## src/rtl/riscv_dbg_pkg.sv

```systemverilog
// Shared definitions for the debug readback/preload paths of the single-cycle RISC-V top.
// Holds the dump FSM encoding, word geometry and the stream entry layout.
package riscv_dbg_pkg;

  typedef enum logic [1:0] {
    IDLE  = 2'd0,
    READ  = 2'd1,
    DRAIN = 2'd2,
    FIN   = 2'd3
  } dumpState_t;

  localparam int WORD_BYTES = 4;

  // funct3 for word loads/stores; the preload path forces the same value
  localparam logic [2:0] FUNCT3_WORD = 3'b010;

  typedef struct packed {
    logic [31:0] data;
    logic        last;
  } dumpWord_t;

endpackage

```

## src/rtl/dump_fifo.sv

```systemverilog
// Two-entry FIFO between the memory read side and the output stream.
// The head entry is presented combinationally; flush empties it in one edge.
module dump_fifo
  import riscv_dbg_pkg::*;
(
  input  logic      clk,
  input  logic      reset,
  input  logic      push,
  input  logic      pop,
  input  logic      flush,
  input  dumpWord_t wrData,
  output dumpWord_t headData,
  output logic      full,
  output logic      empty
);

  logic       wrPtrReg;
  logic       rdPtrReg;
  logic [1:0] countReg;
  logic [1:0] countNext;
  logic       doPush;
  logic       doPop;

  assign full   = (countReg == 2'd2);
  assign empty  = (countReg == 2'd0);
  assign doPop  = pop && !empty;
  // a full FIFO still accepts a push when the head leaves on the same edge
  assign doPush = push && (!full || doPop);

  always_comb begin
    countNext = countReg;
    case ({doPush, doPop})
      2'b10:   countNext = countReg + 2'd1;
      2'b01:   countNext = countReg - 2'd1;
      default: countNext = countReg;
    endcase
  end

  always_ff @(posedge clk or negedge reset) begin
    if (!reset) begin
      wrPtrReg <= 1'b0;
      rdPtrReg <= 1'b0;
      countReg <= 2'd0;
    end else if (flush) begin
      wrPtrReg <= 1'b0;
      rdPtrReg <= 1'b0;
      countReg <= 2'd0;
    end else begin
      if (doPush) wrPtrReg <= ~wrPtrReg;
      if (doPop)  rdPtrReg <= ~rdPtrReg;
      countReg <= countNext;
    end
  end

  genvar gi;
  generate
    for (gi = 0; gi < 2; gi++) begin : g_entry
      dumpWord_t entryReg;
      always_ff @(posedge clk or negedge reset) begin
        if (!reset) begin
          entryReg <= '0;
        end else if (doPush && !flush && (wrPtrReg == 1'(gi))) begin
          entryReg <= wrData;
        end
      end
    end
  endgenerate

  assign headData = rdPtrReg ? g_entry[1].entryReg : g_entry[0].entryReg;

endmodule

```

## src/rtl/mem_dump_reader.sv

```systemverilog
// Data-memory readback engine: holds the CPU, walks a word-aligned range and
// streams each word out over valid/ready, marking the final one with out_last.
module mem_dump_reader
  import riscv_dbg_pkg::*;
#(
  parameter int ADDR_W = 32,
  parameter int CNT_W  = 16
) (
  input  logic              clk,
  input  logic              reset,
  input  logic              start,
  input  logic              abort,
  input  logic [ADDR_W-1:0] base_adr,
  input  logic [CNT_W-1:0]  word_count,
  output logic [ADDR_W-1:0] mem_adr,
  input  logic [31:0]       mem_rdata,
  output logic              cpu_hold,
  output logic              busy,
  output logic              done,
  output logic              out_valid,
  input  logic              out_ready,
  output logic [31:0]       out_data,
  output logic              out_last
);

  dumpState_t        stateReg;
  dumpState_t        stateNext;
  logic [ADDR_W-1:0] adrReg;
  logic [ADDR_W-1:0] adrNext;
  logic [CNT_W-1:0]  remReg;
  logic [CNT_W-1:0]  remNext;

  logic      fifoPush;
  logic      fifoPop;
  logic      fifoFlush;
  logic      fifoFull;
  logic      fifoEmpty;
  dumpWord_t pushWord;
  dumpWord_t headWord;

  assign fifoPop       = !fifoEmpty && out_ready;
  assign pushWord.data = mem_rdata;
  assign pushWord.last = (remReg == CNT_W'(1));

  always_comb begin
    stateNext = stateReg;
    adrNext   = adrReg;
    remNext   = remReg;
    fifoPush  = 1'b0;
    fifoFlush = 1'b0;
    case (stateReg)
      IDLE: begin
        if (start) begin
          adrNext   = base_adr & ~ADDR_W'(WORD_BYTES - 1);
          remNext   = word_count;
          stateNext = (word_count == '0) ? FIN : READ;
        end
      end
      READ: begin
        if (abort) begin
          fifoFlush = 1'b1;
          stateNext = IDLE;
        end else if (!fifoFull || fifoPop) begin
          fifoPush = 1'b1;
          adrNext  = adrReg + ADDR_W'(WORD_BYTES);
          remNext  = remReg - CNT_W'(1);
          if (remReg == CNT_W'(1)) stateNext = DRAIN;
        end
      end
      DRAIN: begin
        if (abort) begin
          fifoFlush = 1'b1;
          stateNext = IDLE;
        // leave as the last entry is handed over so done lands right after it
        end else if (fifoEmpty || (fifoPop && !fifoFull)) begin
          stateNext = FIN;
        end
      end
      FIN: begin
        stateNext = IDLE;
      end
      default: begin
        stateNext = IDLE;
      end
    endcase
  end

  always_ff @(posedge clk or negedge reset) begin
    if (!reset) begin
      stateReg <= IDLE;
      adrReg   <= '0;
      remReg   <= '0;
    end else begin
      stateReg <= stateNext;
      adrReg   <= adrNext;
      remReg   <= remNext;
    end
  end

  dump_fifo uFifo (
    .clk      (clk),
    .reset    (reset),
    .push     (fifoPush),
    .pop      (fifoPop),
    .flush    (fifoFlush),
    .wrData   (pushWord),
    .headData (headWord),
    .full     (fifoFull),
    .empty    (fifoEmpty)
  );

  assign busy      = (stateReg != IDLE);
  assign cpu_hold  = busy;
  assign done      = (stateReg == FIN);
  assign mem_adr   = adrReg;
  assign out_valid = !fifoEmpty;
  assign out_data  = headWord.data;
  assign out_last  = headWord.last && !fifoEmpty;

endmodule

```

## config.mk

```make
export PLATFORM = sky130hd
export DESIGN_NAME = mem_dump_reader
export DESIGN_NICKNAME = d
export VERILOG_FILES = /design/src/rtl/riscv_dbg_pkg.sv /design/src/rtl/dump_fifo.sv /design/src/rtl/mem_dump_reader.sv
export SDC_FILE = /design/constraint.sdc
export NUM_CORES = 1
export LEC_CHECK = 0
export ABC_AREA = 1
export ABC_CLOCK_PERIOD_IN_PS = 4800
export BUFFER_PORTS_ARGS = -buffer_cell sky130_fd_sc_hd__buf_2
export CORE_UTILIZATION = 59
export DETAILED_ROUTE_END_ITERATION = 12
export GPL_ROUTABILITY_DRIVEN = 0
export PLACE_DENSITY = 0.83
export SKIP_CTS_REPAIR_TIMING = 1
export SLEW_MARGIN = 25
export SYNTH_ARGS = -nofsm -noshare
export SYNTH_HDL_FRONTEND = slang
export SYNTH_SLANG_ARGS = --single-unit
```

## constraint.sdc

```tcl
create_clock -name clk -period 4.8 [get_ports clk]
set_input_delay 0.72 -clock clk [delete_from_list [all_inputs] [get_ports clk]]
set_output_delay 0.72 -clock clk [all_outputs]
set_load 0.02 [all_outputs]
```

==> results.md <==
- 27460 um — global-route wire length before repair
- 0.57 ns — delay of the slowest critical-path stage
- 0 — maximum capacitance violations
- 749.1 nW/um^2 — cell area power density
- 2 — buffer depth of the longest clock path
- 0 — GR Overflow Total
- 6.742 um^2 — mean cell area of the mapped netlist
- 5.07 ns — WP data required
- in -> async — Min-Delay Path Class
- 0.007569 ns — worst clock skew
- simple AND/OR/NAND/NOR gates — dominant combinational cell family by area after synthesis
- 2.653 ns — fin crit period
- 1228 — count of nets after finishing
- 11140 um — final HPWL from detailed placement
- 33.43% — share of synthesized cell area in and, or, nand and nor gates
- 17.06% — fraction of final layout cells with drive strength greater than 1
- 61.49% — Starting Density
- 4 — maximum level of the CTS H-tree
- 0 — ANT nets after route
- register — Critical Path Sink Type
- 2.147 ns — final setup margin
- 2.801 mW — switching power
- clkbuf_16 — cell at the root of the clock tree
- 2.157 ns — worst slack at placement
- 3 — combined buffer and inverter count along the critical path
- inv_1 > ha_2 > inv_2 > nor2_4 > nand2_2 > nand2_1 > nand2_2 > inv_2 > o21ai_0 > nand2_1 > o21ai_0 — worst-path cell chain
- 0 — max-slew violation count
- 6 — number of optimization iterations in the first detailed-route pass
- 0 — n_diodes
- 73 — maximum number of pins on one net before global-route repair
- 11930 um^2 — Die Outline Area
- 17 — number of clock buffers inserted by TritonCTS
- 31 — count of unique library cells instantiated by Yosys
- 372 x nand2_1, 148 x buf_2, 133 x nor2_1 — most frequent cells in the layout
- 0 — EDFF count, synth
- 3.299 mW — internal power consumption
- 12.85 um — wire length per cell after detailed routing
- 30.8% — power share of the sequential group
- dfrtp_1 — primary flip-flop cell chosen by synthesis mapping
- 149 — Buffers on Ports
- 0 — number of antenna violations at the first check in global routing
- 6180 — vias in the first global route
- 45.92% — switching share of power
- 50.79% — Max-slew headroom
- 43.53% — portion of the post-synthesis area used by sequential elements
- 34 — Critical Path Fanout Max
- 6758 — vias
- 20.05% — area grow syn2layout
- inv_2 — Worst path slowest cell
- 118 — clock sinks
- done — CTS tree
- 154 — I/O pin cnt
- 29.56% — GRT Total Usage
- 11030 um^2 — placeable core area
- 0.7381 ns — Tightest Pin Transition
- 22.1% — share of total power in the clock network
- 0 — Hold Violations, Final
- 0.9039% — xor and xnor fraction of the mapped netlist area
- 376.9 MHz — timing-limited maximum frequency
- 47.1% — logic gate share of total power
- 109.2 um — die span in y
- 5.243 — drt via density
- 0 — Finish-stage setup viols
- 0.3603 ns — worst hold slack
- 4.367 nW — leakage dissipation
- 1.291% — adder-cell share of the synthesized area
- nand2_1 — commonest non-fill, non-tap cell in the layout
- 2.92 ns — data arrival time at the worst-slack endpoint
- 11.46% — complex-gate fraction of the synthesized area
- reg -> reg — Crit Path Class
- finished clean — outcome
- register — Critical Path Start Type
- 109.2 um — width of the die
- 0 — total of warnings raised by yosys
- 0 — drt drc
- 0% — share of cell area taken by muxes after synthesis
- 38 — FP Rows
- 100.0% — Synth async-reset ratio
- 581 — starting DRC count in detailed routing
- 6.099 mW — Pwr Total
- 16560 um — total length of routed wires
- 6783 um^2 — total standard cell area after synthesis
- buffers and inverters — cell type group with the largest total delay on the critical path
- 0.05 ns — clock transition at the register clock pins on the worst setup and hold paths after CTS
- no — setup repair after global routing missed its margin
- 0.8909 mV — peak supply drop
- 55.27% — final cycle utilization of the critical path
- 118 — flops & latches, synth
- 0.41 ns — Clk Latency, worst-skew pair
- 1006 — Syn Inst Count
- 0 ns — Sum Neg Setup Slack
## area by class of cell
| type | count | area, um^2 |
|---|---|---|
| Clock buffer | 21 | 460.4 |
| Clock inverter | 11 | 171.4 |
| Fill cell | 949 | 2888 |
| Inverter | 103 | 386.6 |
| Multi-Input combinational cell | 742 | 3211 |
| Sequential cell | 118 | 2953 |
| Tap cell | 140 | 175.2 |
| Timing Repair Buffer | 154 | 785.8 |
## worst paths after layout
kind	to	from	slack [ns]	depth (start not counted)
max	remReg[6]	stateReg[1]	2.15	11
min in group clk	uFifo.g_entry[1].entryReg[3]	uFifo.g_entry[1].entryReg[3]	0.48	2
max in group asynchronous	uFifo.g_entry[0].entryReg[15]	reset	3.53	2
min reg2reg	uFifo.g_entry[1].entryReg[3]	uFifo.g_entry[1].entryReg[3]	0.48	2
max reg2reg	remReg[6]	stateReg[1]	2.15	11
min	mem_adr[12]	reset	0.36	1
## routing by layer
metal / track usage (%) / part of all wire (%) / vias to the layer above
li1: - / - / 3403
met1: 37.19 / 44 / 3083
met2: 48.56 / 48 / 230
met3: 7.412 / 6.0 / 42
met4: 12.19 / 2.8 / 0
met5: 0 / 0 / -
## state kept, by name (all words and copies together) (netlist names)
register                cells
remReg                     16
stateReg                    2
uFifo.wrPtrReg              1
uFifo.rdPtrReg              1
uFifo.countReg              2
mem_adr                    30
uFifo.g_entry.entryReg     66
## cells in the mapped netlist, drive strengths merged (2+ instances only)
library cell    n  area (um^2)
a21oi          25        125.1
buf            25        173.9
clkbuf         19        72.56
dfrtp         118         2953
ha              7        87.58
inv           102        382.9
nand2         375         1413
nand3          59        295.3
nand4           4        25.02
nor2          134        510.5
nor3            3        15.01
o21a            2        15.01
o21ai         118        601.8
o22ai           2        12.51
xnor2           2        17.52
xor2            5        43.79
## stage by stage
| stage | std cells | util, % | area [um^2] |
|---|---|---|---|
| after CTS | 1289 | 73.78 | 8138 |
| after floorplan | 1007 | - | 6787 |
| final | 1289 | 73.82 | 8143 |
| after detailed placement | 1257 | 68.05 | 7506 |
| after global placement | 1257 | 68.05 | 7506 |
| after global routing | 1289 | 73.82 | 8143 |
## power groups by stage
stage	clock, mW	sequential (mW)	combinational (mW)
floorplan	0	1.94	2.04
global placement	0	1.86	2.79
detailed placement	0	1.88	2.85
CTS	1.36	1.87	2.87
global route	1.41	1.94	3.26
finish	1.35	1.88	2.87
## cell families after synthesis
family / Yosys count
flops: 118
fa+ha+maj: 7
other cells: 1
buf+inv: 147
xor+xnor: 7
compound gates: 150
simple gates: 576
No activity file was read; power rests on OpenSTA's default activity.
